--- src/rtl/clk_time_pkg.sv ---
// Shared types and constants for the button-driven time-set controller.
package clk_time_pkg;

  localparam int unsigned HOUR_W      = 5;
  localparam int unsigned MS_W        = 6;
  localparam int unsigned MIN_SEC_MAX = 59;

  localparam logic [1:0] FIELD_NONE = 2'd0;
  localparam logic [1:0] FIELD_HOUR = 2'd1;
  localparam logic [1:0] FIELD_MIN  = 2'd2;
  localparam logic [1:0] FIELD_SEC  = 2'd3;

  typedef enum logic [2:0] {
    StRun,
    StSetH,
    StSetM,
    StSetS,
    StLoad
  } state_e;

endpackage

--- src/rtl/clk_time_set_ctrl_if.sv ---
// Button, live-time and load-path signals between the front end, the controller and the core.
interface clk_time_set_ctrl_if;
  import clk_time_pkg::*;

  logic              mode_i;
  logic              inc_i;
  logic              dec_i;
  logic              cancel_i;
  logic [HOUR_W-1:0] hour_i;
  logic [MS_W-1:0]   min_i;
  logic [MS_W-1:0]   sec_i;
  logic              timeset_o;
  logic [HOUR_W-1:0] hourset_o;
  logic [MS_W-1:0]   minset_o;
  logic [MS_W-1:0]   secset_o;
  logic [1:0]        field_o;
  logic              busy_o;

  modport master (
    output mode_i, inc_i, dec_i, cancel_i, hour_i, min_i, sec_i,
    input  timeset_o, hourset_o, minset_o, secset_o, field_o, busy_o
  );

  modport slave (
    input  mode_i, inc_i, dec_i, cancel_i, hour_i, min_i, sec_i,
    output timeset_o, hourset_o, minset_o, secset_o, field_o, busy_o
  );

endinterface

--- src/rtl/clk_field_adj.sv ---
// Wrap-around up/down field register; out-of-range load values are clamped to 0.
module clk_field_adj #(
  parameter int unsigned MAX = 59,
  parameter int unsigned W   = 6
) (
  input  logic         clk_i,
  input  logic         reset_i,
  input  logic         load_i,
  input  logic [W-1:0] load_val_i,
  input  logic         inc_i,
  input  logic         dec_i,
  output logic [W-1:0] val_o
);

  localparam logic [W-1:0] MaxVal = W'(MAX);

  logic [W-1:0] val_q, val_d;

  always_comb begin
    val_d = val_q;
    if (load_i) begin
      val_d = (load_val_i > MaxVal) ? '0 : load_val_i;
    end else if (inc_i && !dec_i) begin
      val_d = (val_q == MaxVal) ? '0 : val_q + W'(1);
    end else if (dec_i && !inc_i) begin
      val_d = (val_q == '0) ? MaxVal : val_q - W'(1);
    end
  end

  always_ff @(posedge clk_i) begin
    if (reset_i) begin
      val_q <= '0;
    end else begin
      val_q <= val_d;
    end
  end

  assign val_o = val_q;

endmodule

--- src/rtl/clk_time_set_ctrl.sv ---
// Time-set sequencer: capture live time, edit hour/min/sec, then pulse the core load strobe.
module clk_time_set_ctrl
  import clk_time_pkg::*;
#(
  parameter int unsigned HOUR_MAX     = 23,
  parameter int unsigned IDLE_TIMEOUT = 10000,
  parameter int unsigned TMO_W        = 14
) (
  input  logic                 clk_i,
  input  logic                 reset_i,
  clk_time_set_ctrl_if.slave   bus_io
);

  localparam logic [TMO_W-1:0] TmoLast = TMO_W'(IDLE_TIMEOUT - 1);

  state_e           state_q, state_d;
  logic [TMO_W-1:0] tmo_q, tmo_d;
  logic             timeset_q, busy_q;
  logic [1:0]       field_q, field_d;
  logic             capture;
  logic             h_inc, h_dec, m_inc, m_dec, s_inc, s_dec;
  logic             edit_state, adjust;

  assign edit_state = (state_q == StSetH) || (state_q == StSetM) || (state_q == StSetS);
  // Field adjust only when neither cancel nor mode claims the cycle.
  assign adjust     = edit_state && !bus_io.cancel_i && !bus_io.mode_i;

  always_comb begin
    state_d = state_q;
    capture = 1'b0;
    h_inc   = 1'b0;
    h_dec   = 1'b0;
    m_inc   = 1'b0;
    m_dec   = 1'b0;
    s_inc   = 1'b0;
    s_dec   = 1'b0;
    unique case (state_q)
      StRun: begin
        if (bus_io.mode_i) begin
          state_d = StSetH;
          capture = 1'b1;
        end
      end
      StSetH, StSetM, StSetS: begin
        if (bus_io.cancel_i) begin
          state_d = StRun;
        end else if (bus_io.mode_i) begin
          state_d = (state_q == StSetH) ? StSetM :
                    (state_q == StSetM) ? StSetS : StLoad;
        end else if (!bus_io.inc_i && !bus_io.dec_i && tmo_q == TmoLast) begin
          state_d = StRun;
        end
        h_inc = adjust && (state_q == StSetH) && bus_io.inc_i;
        h_dec = adjust && (state_q == StSetH) && bus_io.dec_i;
        m_inc = adjust && (state_q == StSetM) && bus_io.inc_i;
        m_dec = adjust && (state_q == StSetM) && bus_io.dec_i;
        s_inc = adjust && (state_q == StSetS) && bus_io.inc_i;
        s_dec = adjust && (state_q == StSetS) && bus_io.dec_i;
      end
      StLoad:  state_d = StRun;
      default: state_d = StRun;
    endcase
  end

  // Idle count runs only while staying in an edit state with no button activity.
  always_comb begin
    tmo_d = '0;
    if (edit_state && state_d == state_q &&
        !(bus_io.mode_i || bus_io.inc_i || bus_io.dec_i)) begin
      tmo_d = tmo_q + TMO_W'(1);
    end
  end

  always_comb begin
    field_d = FIELD_NONE;
    unique case (state_d)
      StSetH:  field_d = FIELD_HOUR;
      StSetM:  field_d = FIELD_MIN;
      StSetS:  field_d = FIELD_SEC;
      default: field_d = FIELD_NONE;
    endcase
  end

  always_ff @(posedge clk_i) begin
    if (reset_i) begin
      state_q   <= StRun;
      tmo_q     <= '0;
      timeset_q <= 1'b0;
      field_q   <= FIELD_NONE;
      busy_q    <= 1'b0;
    end else begin
      state_q   <= state_d;
      tmo_q     <= tmo_d;
      timeset_q <= (state_d == StLoad);
      field_q   <= field_d;
      busy_q    <= (state_d != StRun);
    end
  end

  clk_field_adj #(.MAX(HOUR_MAX), .W(HOUR_W)) u_hour (
    .clk_i      (clk_i),
    .reset_i    (reset_i),
    .load_i     (capture),
    .load_val_i (bus_io.hour_i),
    .inc_i      (h_inc),
    .dec_i      (h_dec),
    .val_o      (bus_io.hourset_o)
  );

  clk_field_adj #(.MAX(MIN_SEC_MAX), .W(MS_W)) u_min (
    .clk_i      (clk_i),
    .reset_i    (reset_i),
    .load_i     (capture),
    .load_val_i (bus_io.min_i),
    .inc_i      (m_inc),
    .dec_i      (m_dec),
    .val_o      (bus_io.minset_o)
  );

  clk_field_adj #(.MAX(MIN_SEC_MAX), .W(MS_W)) u_sec (
    .clk_i      (clk_i),
    .reset_i    (reset_i),
    .load_i     (capture),
    .load_val_i (bus_io.sec_i),
    .inc_i      (s_inc),
    .dec_i      (s_dec),
    .val_o      (bus_io.secset_o)
  );

  assign bus_io.timeset_o = timeset_q;
  assign bus_io.field_o   = field_q;
  assign bus_io.busy_o    = busy_q;

endmodule
--- src/flat_wrapper.sv ---
// flat-port wrapper written by rule: the top's interface ports become plain ports
module clk_time_set_ctrl_flat import clk_time_pkg::*;
#(
  parameter int unsigned HOUR_MAX     = 23,
  parameter int unsigned IDLE_TIMEOUT = 10000,
  parameter int unsigned TMO_W        = 14
)
  (clk_i, reset_i, bus_io_mode_i, bus_io_inc_i, bus_io_dec_i, bus_io_cancel_i, bus_io_hour_i, bus_io_min_i, bus_io_sec_i, bus_io_timeset_o, bus_io_hourset_o, bus_io_minset_o, bus_io_secset_o, bus_io_field_o, bus_io_busy_o);
  clk_time_set_ctrl_if bus_io_i ();
  input  logic clk_i;
  input  logic reset_i;
  input wire logic [$bits(bus_io_i.mode_i)-1:0] bus_io_mode_i;
  input wire logic [$bits(bus_io_i.inc_i)-1:0] bus_io_inc_i;
  input wire logic [$bits(bus_io_i.dec_i)-1:0] bus_io_dec_i;
  input wire logic [$bits(bus_io_i.cancel_i)-1:0] bus_io_cancel_i;
  input wire logic [$bits(bus_io_i.hour_i)-1:0] bus_io_hour_i;
  input wire logic [$bits(bus_io_i.min_i)-1:0] bus_io_min_i;
  input wire logic [$bits(bus_io_i.sec_i)-1:0] bus_io_sec_i;
  output wire logic [$bits(bus_io_i.timeset_o)-1:0] bus_io_timeset_o;
  output wire logic [$bits(bus_io_i.hourset_o)-1:0] bus_io_hourset_o;
  output wire logic [$bits(bus_io_i.minset_o)-1:0] bus_io_minset_o;
  output wire logic [$bits(bus_io_i.secset_o)-1:0] bus_io_secset_o;
  output wire logic [$bits(bus_io_i.field_o)-1:0] bus_io_field_o;
  output wire logic [$bits(bus_io_i.busy_o)-1:0] bus_io_busy_o;
  assign bus_io_i.mode_i = bus_io_mode_i;
  assign bus_io_i.inc_i = bus_io_inc_i;
  assign bus_io_i.dec_i = bus_io_dec_i;
  assign bus_io_i.cancel_i = bus_io_cancel_i;
  assign bus_io_i.hour_i = bus_io_hour_i;
  assign bus_io_i.min_i = bus_io_min_i;
  assign bus_io_i.sec_i = bus_io_sec_i;
  assign bus_io_timeset_o = bus_io_i.timeset_o;
  assign bus_io_hourset_o = bus_io_i.hourset_o;
  assign bus_io_minset_o = bus_io_i.minset_o;
  assign bus_io_secset_o = bus_io_i.secset_o;
  assign bus_io_field_o = bus_io_i.field_o;
  assign bus_io_busy_o = bus_io_i.busy_o;
  clk_time_set_ctrl #(.HOUR_MAX(HOUR_MAX), .IDLE_TIMEOUT(IDLE_TIMEOUT), .TMO_W(TMO_W)) u_core (.clk_i(clk_i), .reset_i(reset_i), .bus_io(bus_io_i));
endmodule
--- config.mk ---
export PLATFORM = sky130hd
export DESIGN_NAME = clk_time_set_ctrl_flat
export DESIGN_NICKNAME = d
export VERILOG_FILES = /design/src/rtl/clk_time_pkg.sv /design/src/rtl/clk_time_set_ctrl_if.sv /design/src/rtl/clk_field_adj.sv /design/src/rtl/clk_time_set_ctrl.sv /design/src/flat_wrapper.sv
export SDC_FILE = /design/constraint.sdc
export NUM_CORES = 1
export LEC_CHECK = 0
export CAP_MARGIN = 20
export CORE_MARGIN = 1.5
export CORE_UTILIZATION = 55
export CTS_BUF_LIST = sky130_fd_sc_hd__clkbuf_4 sky130_fd_sc_hd__clkbuf_8
export CTS_CLUSTER_DIAMETER = 100
export DETAILED_ROUTE_END_ITERATION = 7
export HOLD_SLACK_MARGIN = 0.08
export PLACE_DENSITY = 0.81
export SLEW_MARGIN = 20
export SYNTH_ARGS = -nofsm -noshare
export SYNTH_HDL_FRONTEND = slang
export SYNTH_HIERARCHICAL = 1
export SYNTH_SLANG_ARGS = --single-unit
--- constraint.sdc ---
create_clock -name clk_i -period 6.8 [get_ports clk_i]
set_input_delay 0.68 -clock clk_i [delete_from_list [all_inputs] [get_ports clk_i]]
set_output_delay 0.68 -clock clk_i [all_outputs]
set_load 0.1 [all_outputs]
; ---- After elaboration in Yosys (flattened, before gate mapping)
; Cells that the tools add are included.
; Widths: inputs -> output; s select.
[classes]
n_eq_ne = 12
muxes = 34
bitwise_logic = 1
magnitude_cmp = 3
n_reduce_logical = 46
add_sub_neg = 7
[op_table]
columns = op, count
row1 = $mux 6, 12
row2 = $mux 5, 6
row3 = $logic_and 1x1->1, 21
row4 = $mux 3, 6
row5 = $add 14x1->14 const B, 1
row6 = $eq 14x14->1 const B, 1
row7 = $add 6x1->6 const B, 2
row8 = $eq 3x2->1 const B, 4
row9 = $eq 6x6->1 const B, 2
row10 = $gt 6x6->1 const B, 2
row11 = $logic_not 6->1, 2
row12 = $reduce_bool 3->1, 4
row13 = $sub 6x1->6 const B, 2
row14 = $logic_not 1->1, 11
row15 = $mux 1, 8
row16 = $eq 3x1->1 const B, 2
row17 = $pmux 2 s3, 1
row18 = $pmux 3 s2, 1
row19 = $add 5x1->5 const B, 1
row20 = $eq 5x5->1 const B, 1
row21 = $gt 5x5->1 const B, 1
row22 = $logic_not 5->1, 1
row23 = $sub 5x1->5 const B, 1
row24 = $logic_or 1x1->1, 4
row25 = other kinds (6), 6
[word_totals]
wordCells = 111
register_bits = 38
inputBits = 23

; ---- Longest topological paths before layout
[logic_depth]
ltp_word = 13
depth_mapped = 10
ltp_nobuf = 8

; ---- Cells and area by module
; The synthesis kept the hierarchy.
[modules_own_cells]
columns = module, area_per_inst_um2, cells_each, instances
row1 = clk_field_adj (u_core.u_min ...), 651.9, 85, 2
row2 = clk_time_set_ctrl, 1019.7, 116, 1
row3 = clk_field_adj (u_core.u_hour), 466.7, 62, 1

; ---- Worst setup path before layout
; Ideal clock, no wire load.
[synth_path]
path_kind = input -> register
startpoint = in bus_io_mode_i
endpoint = reg u_core.u_hour.val_q[1], in the netlist u_core/u_hour/val_o[1]
t_required_ns = 6.714
stages = 6
setup_slack_ns = 4.164
t_arrival_ns = 2.551
setup_ns = 0.086
path_buffers = 1
path_cell_list = nand2b_1 > nor3_1 > clkbuf_1 > a21boi_0 > a221oi_1 > a211oi_1
[synth_via]
elab_cells_between_ends = 16
classes_between = 6 x mux / 10 x reduce/logical
[synth_lines]
columns = element, line
row1 = from (decl), flat_wrapper.sv:12  ; input wire logic [$bits(bus_io_i.mode_i)-1:0] bus_io_mode_i;
row2 = $mux 1 *, clk_time_set_ctrl.sv:39  ; if (bus_io.mode_i) begin
row3 = $mux 1 *, clk_time_set_ctrl.sv:37  ; unique case (state_q)
row4 = via u_core.capture, clk_time_set_ctrl.sv:20  ; logic capture;
row5 = $reduce_bool 3->1 (no source line) / $mux 5 (equally long branches), n/a
row6 = to (signal assigned), clk_field_adj.sv:34  ; val_q <= val_d;
row7 = to (decl), clk_field_adj.sv:17  ; logic [W-1:0] val_q, val_d;
; The timed path passes the listed nets; every way through them passes the cells marked *.
; A chain may end at the register's enable or synchronous reset.

; ---- Worst setup path in the final report
[layout_path]
startpoint = in bus_io_cancel_i
endpoint = reg u_core.u_hour.val_q[1], in the netlist u_core/u_hour/val_o[1]
[layout_via]
elab_chain_len = 10
elab_cells_between_ends = 15
classes_between = 4 x mux / 11 x reduce/logical
[layout_lines]
columns = element, line
row1 = from (decl), flat_wrapper.sv:15  ; input wire logic [$bits(bus_io_i.cancel_i)-1:0] bus_io_cancel_i;
row2 = $logic_not 1->1 *, clk_time_set_ctrl.sv:26  ; assign adjust = edit_state && !bus_io.cancel_i && !bus_io.mode_i;
row3 = $logic_and 1x1->1 * (2 in series), clk_time_set_ctrl.sv:26
row4 = $logic_and 1x1->1 * (2 in series), clk_time_set_ctrl.sv:54  ; h_dec = adjust && (state_q == StSetH) && bus_io.dec_i;
row5 = $mux 1 *, clk_time_set_ctrl.sv:37
row6 = via u_core.h_dec, clk_time_set_ctrl.sv:21  ; logic h_inc, h_dec, m_inc, m_dec, s_inc, s_dec;
row7 = $logic_not 1->1, clk_field_adj.sv:23  ; end else if (inc_i && !dec_i) begin
row8 = $logic_and 1x1->1, clk_field_adj.sv:23
row9 = $mux 5, clk_field_adj.sv:23
row10 = $mux 5, clk_field_adj.sv:21  ; if (load_i) begin
; Marked as above.

==> flow_summary.toml <==
[synth]
synth_area_per_cell_um2 = 8.02
synth.largest_area_cell = "dfxtp_1"
async_flop_share = 0
syn_area_um2 = 2790
ys_seq_elements = 38
ys_types = 62
synth-edff-count = 0
synth.area.top_cells = "dfxtp_1, nor3_1, nand2_1, ha_1, a31oi_1"
synth_top_area_share = 0.273
netlist_instances = 348
synth_seq_area_share = 0.273
synth_warnings = 6
synth_nets = 380
synth_flop_cell = "dfxtp_1"

[pwr]
peakVddDrop_mv = 0.145
leakagePower_uw = 0.00110
power.density_nw_per_um2 = 216

[die]
dieArea_um2 = 5510
die_y_um = 74.2
pin_count = 44
die_x_um = 74.2
initial_core_util = 0.579
core_region_area_um2 = 4820
rows = 25

[grt]
grt_pass1_vias = 2386
grt_antenna_before_repair = 0
overflow = 0
grt_pass1_wl_mm = 10.7
grt_start_max_net_pins = 30
grt_usage = 0.243

[drt]
via_per_inst = 6.01
vias = 2739
remaining_drc_errors = 0
totalWireLength_mm = 6.65
postRouteAntennaNets = 0
wire_per_inst_um = 14.6
drtIter0Drc = 157
first_pass_iters = 5

[sta]
rsz0062_at_grt = "no"
tightestPinTransition_ns = 0.972
finClkSkew_ns = 0.00495
fin_crit_sh = 0.439
maxSlewHeadroom = 0.350
tns_ns = 0
period_minus_slack_ns = 2.98
slew_violations = 0
clock.fmax_ghz = 0.335
final_hold_viol_count = 0
setup_violations = 0

[worst_setup_path]
critPathKind = "input port to register"
crit_chain = "clkdlybuf4s50_1, nor3_1, nand2_1, nor2_1, nor2b_1, nor3_1, a221oi_1, a211oi_1"
r2r-start = "u_core/state_q[2]$_SDFF_PP0_"
critPathMaxFanout = 8
critPathLaunch = "bus_io_cancel_i"
critical_path.slowest_cell = "nor3_1"
worstPathRequired_ns = 7.01
crit_path_end_kind = "register"
start_kind = "input port"
cp_common_cell = "nor3_1"
critical-path-max-stage-delay_ns = 0.66
arrival_ns = 3.19

[flow_run]
max-cap-violations = 0

[cells_and_area]
stdcell_count = 456
num_antenna_cells = 0
final_nets = 420
layout_common_cells = "clkdlybuf4s50_1, dfxtp_1, nand2_1, nor2_1, nor3_1"
fillers = 417
post_route_cells_drive_above_1_share = 0.100
final_core_util = 0.704
syn2layout_area_growth_pct = 21.5
final_common_cell = "clkdlybuf4s50_1"

[worst_hold_path]
hp-start = "u_core/tmo_q[0]$_SDFF_PP0_"
hold_path_class = "register to register"

[clock_tree]
cts_root_buffer = "clkbuf_8"
cts.sinks = 38
clk_pin_slew_ns = 0.08
post_cts_buffers = 0
htreeDepth = 2
cts_tree = "built"
numCtsBuffers = 5
worst_skew_pair.late_latency_ns = 0.29
clk_path_buf_depth = 2
postCtsHoldBufs = 0
cts_resized = 0

[run_status]
status = "finished clean"

[placement]
dpl.hpwl_mm = 4.68
io_buffers = 43
gp_congestion = 0.916
placed_cells = 448
## worst max-delay path, delay by kind of cell
kind	cells	cell delay (ns)
simple gates	5	1.62
buf+inv	1	0.53
compound gates	2	0.36
## registers in the layout, indices dropped and copies added, names as in the netlist
register	flops
u_core/bus_io.field_o	2
u_core/state_q	3
u_core/bus_io.busy_o	1
u_core/u_min/val_o	6
u_core/bus_io.timeset_o	1
u_core/u_hour/val_o	5
u_core/u_sec/val_o	6
u_core/tmo_q	14
## cells in the mapped netlist (all sizes together) (7+ instances only)
| library cell | count |
|---|---|
| nor3 | 31 |
| nand3 | 20 |
| ha | 9 |
| o21ai | 12 |
| a221oi | 9 |
| buf | 7 |
| nand2b | 8 |
| dfxtp | 38 |
| a21oi | 14 |
| a211oi | 7 |
| a31oi | 16 |
| nor2b | 10 |
| nand4 | 7 |
| inv | 18 |
| nand2 | 31 |
| nor2 | 27 |
| xor2 | 8 |
| xnor2 | 9 |
## per-stage QoR
stage / hold WS, ns / cell area (um^2) / total power [uW] / worst slack [ns]
floorplan: 0.452 / 2790 / 439 / 4.16
global placement: 0.477 / 3250 / 497 / 3.71
detailed placement: 0.494 / 3250 / 500 / 3.57
CTS: 0.506 / 3390 / 734 / 3.86
global route: 0.519 / 3390 / 765 / 3.69
finish: 0.507 / 3390 / 733 / 3.82
## cells by family (layout without fill, tap and decap cells)
family	Yosys count	count (layout)	synth area share
mux	2	2	0.00718
fa+ha+maj	9	9	0.0404
buf+inv	31	72	0.0525
compound gates	85	85	0.223
simple gates	166	166	0.351
flops	38	38	0.273
xor+xnor	17	17	0.0534
## final timing paths
path	slack [ns]	endpoint	depth (start not counted)
min	0.51	u_core/tmo_q[0]$_SDFF_PP0_	1
max	3.82	u_core/u_hour/val_o[1]$_SDFFE_PP0P_	8
max reg2reg	4.38	u_core/u_hour/val_o[1]$_SDFFE_PP0P_	7
min reg2reg	0.51	u_core/tmo_q[0]$_SDFF_PP0_	1
## metal layers
metal | share of wire | vias to the layer above | global-route usage
met3 | 0.048 | 8 | 0.0474
met4 | 0.0080 | 0 | 0.0747
met1 | 0.49 | 1273 | 0.318
met5 | 0 | - | 0
li1 | - | 1390 | -
met2 | 0.46 | 68 | 0.407
## layout make-up
class | count | area, um^2 | share of cell area
clock buffers | 5 | 68.8 | 0.0203
flip-flops and latches | 38 | 761 | 0.224
multi-input cells | 279 | 1890 | 0.557
clock inverters | 3 | 68.8 | 0.0203
inverters | 18 | 67.6 | 0.0199
well taps | 67 | 83.8 | 0.0247
repair buffers | 46 | 453 | 0.134
## where the power goes
part           leakage [uW]  internal [uW]  switching [uW]
clock network     0.0000683            147            87.7
registers          0.000310            234            24.0
logic              0.000721           80.9             159
total               0.00110            462             271
Note: power is estimated with default switching activity, not from simulation.
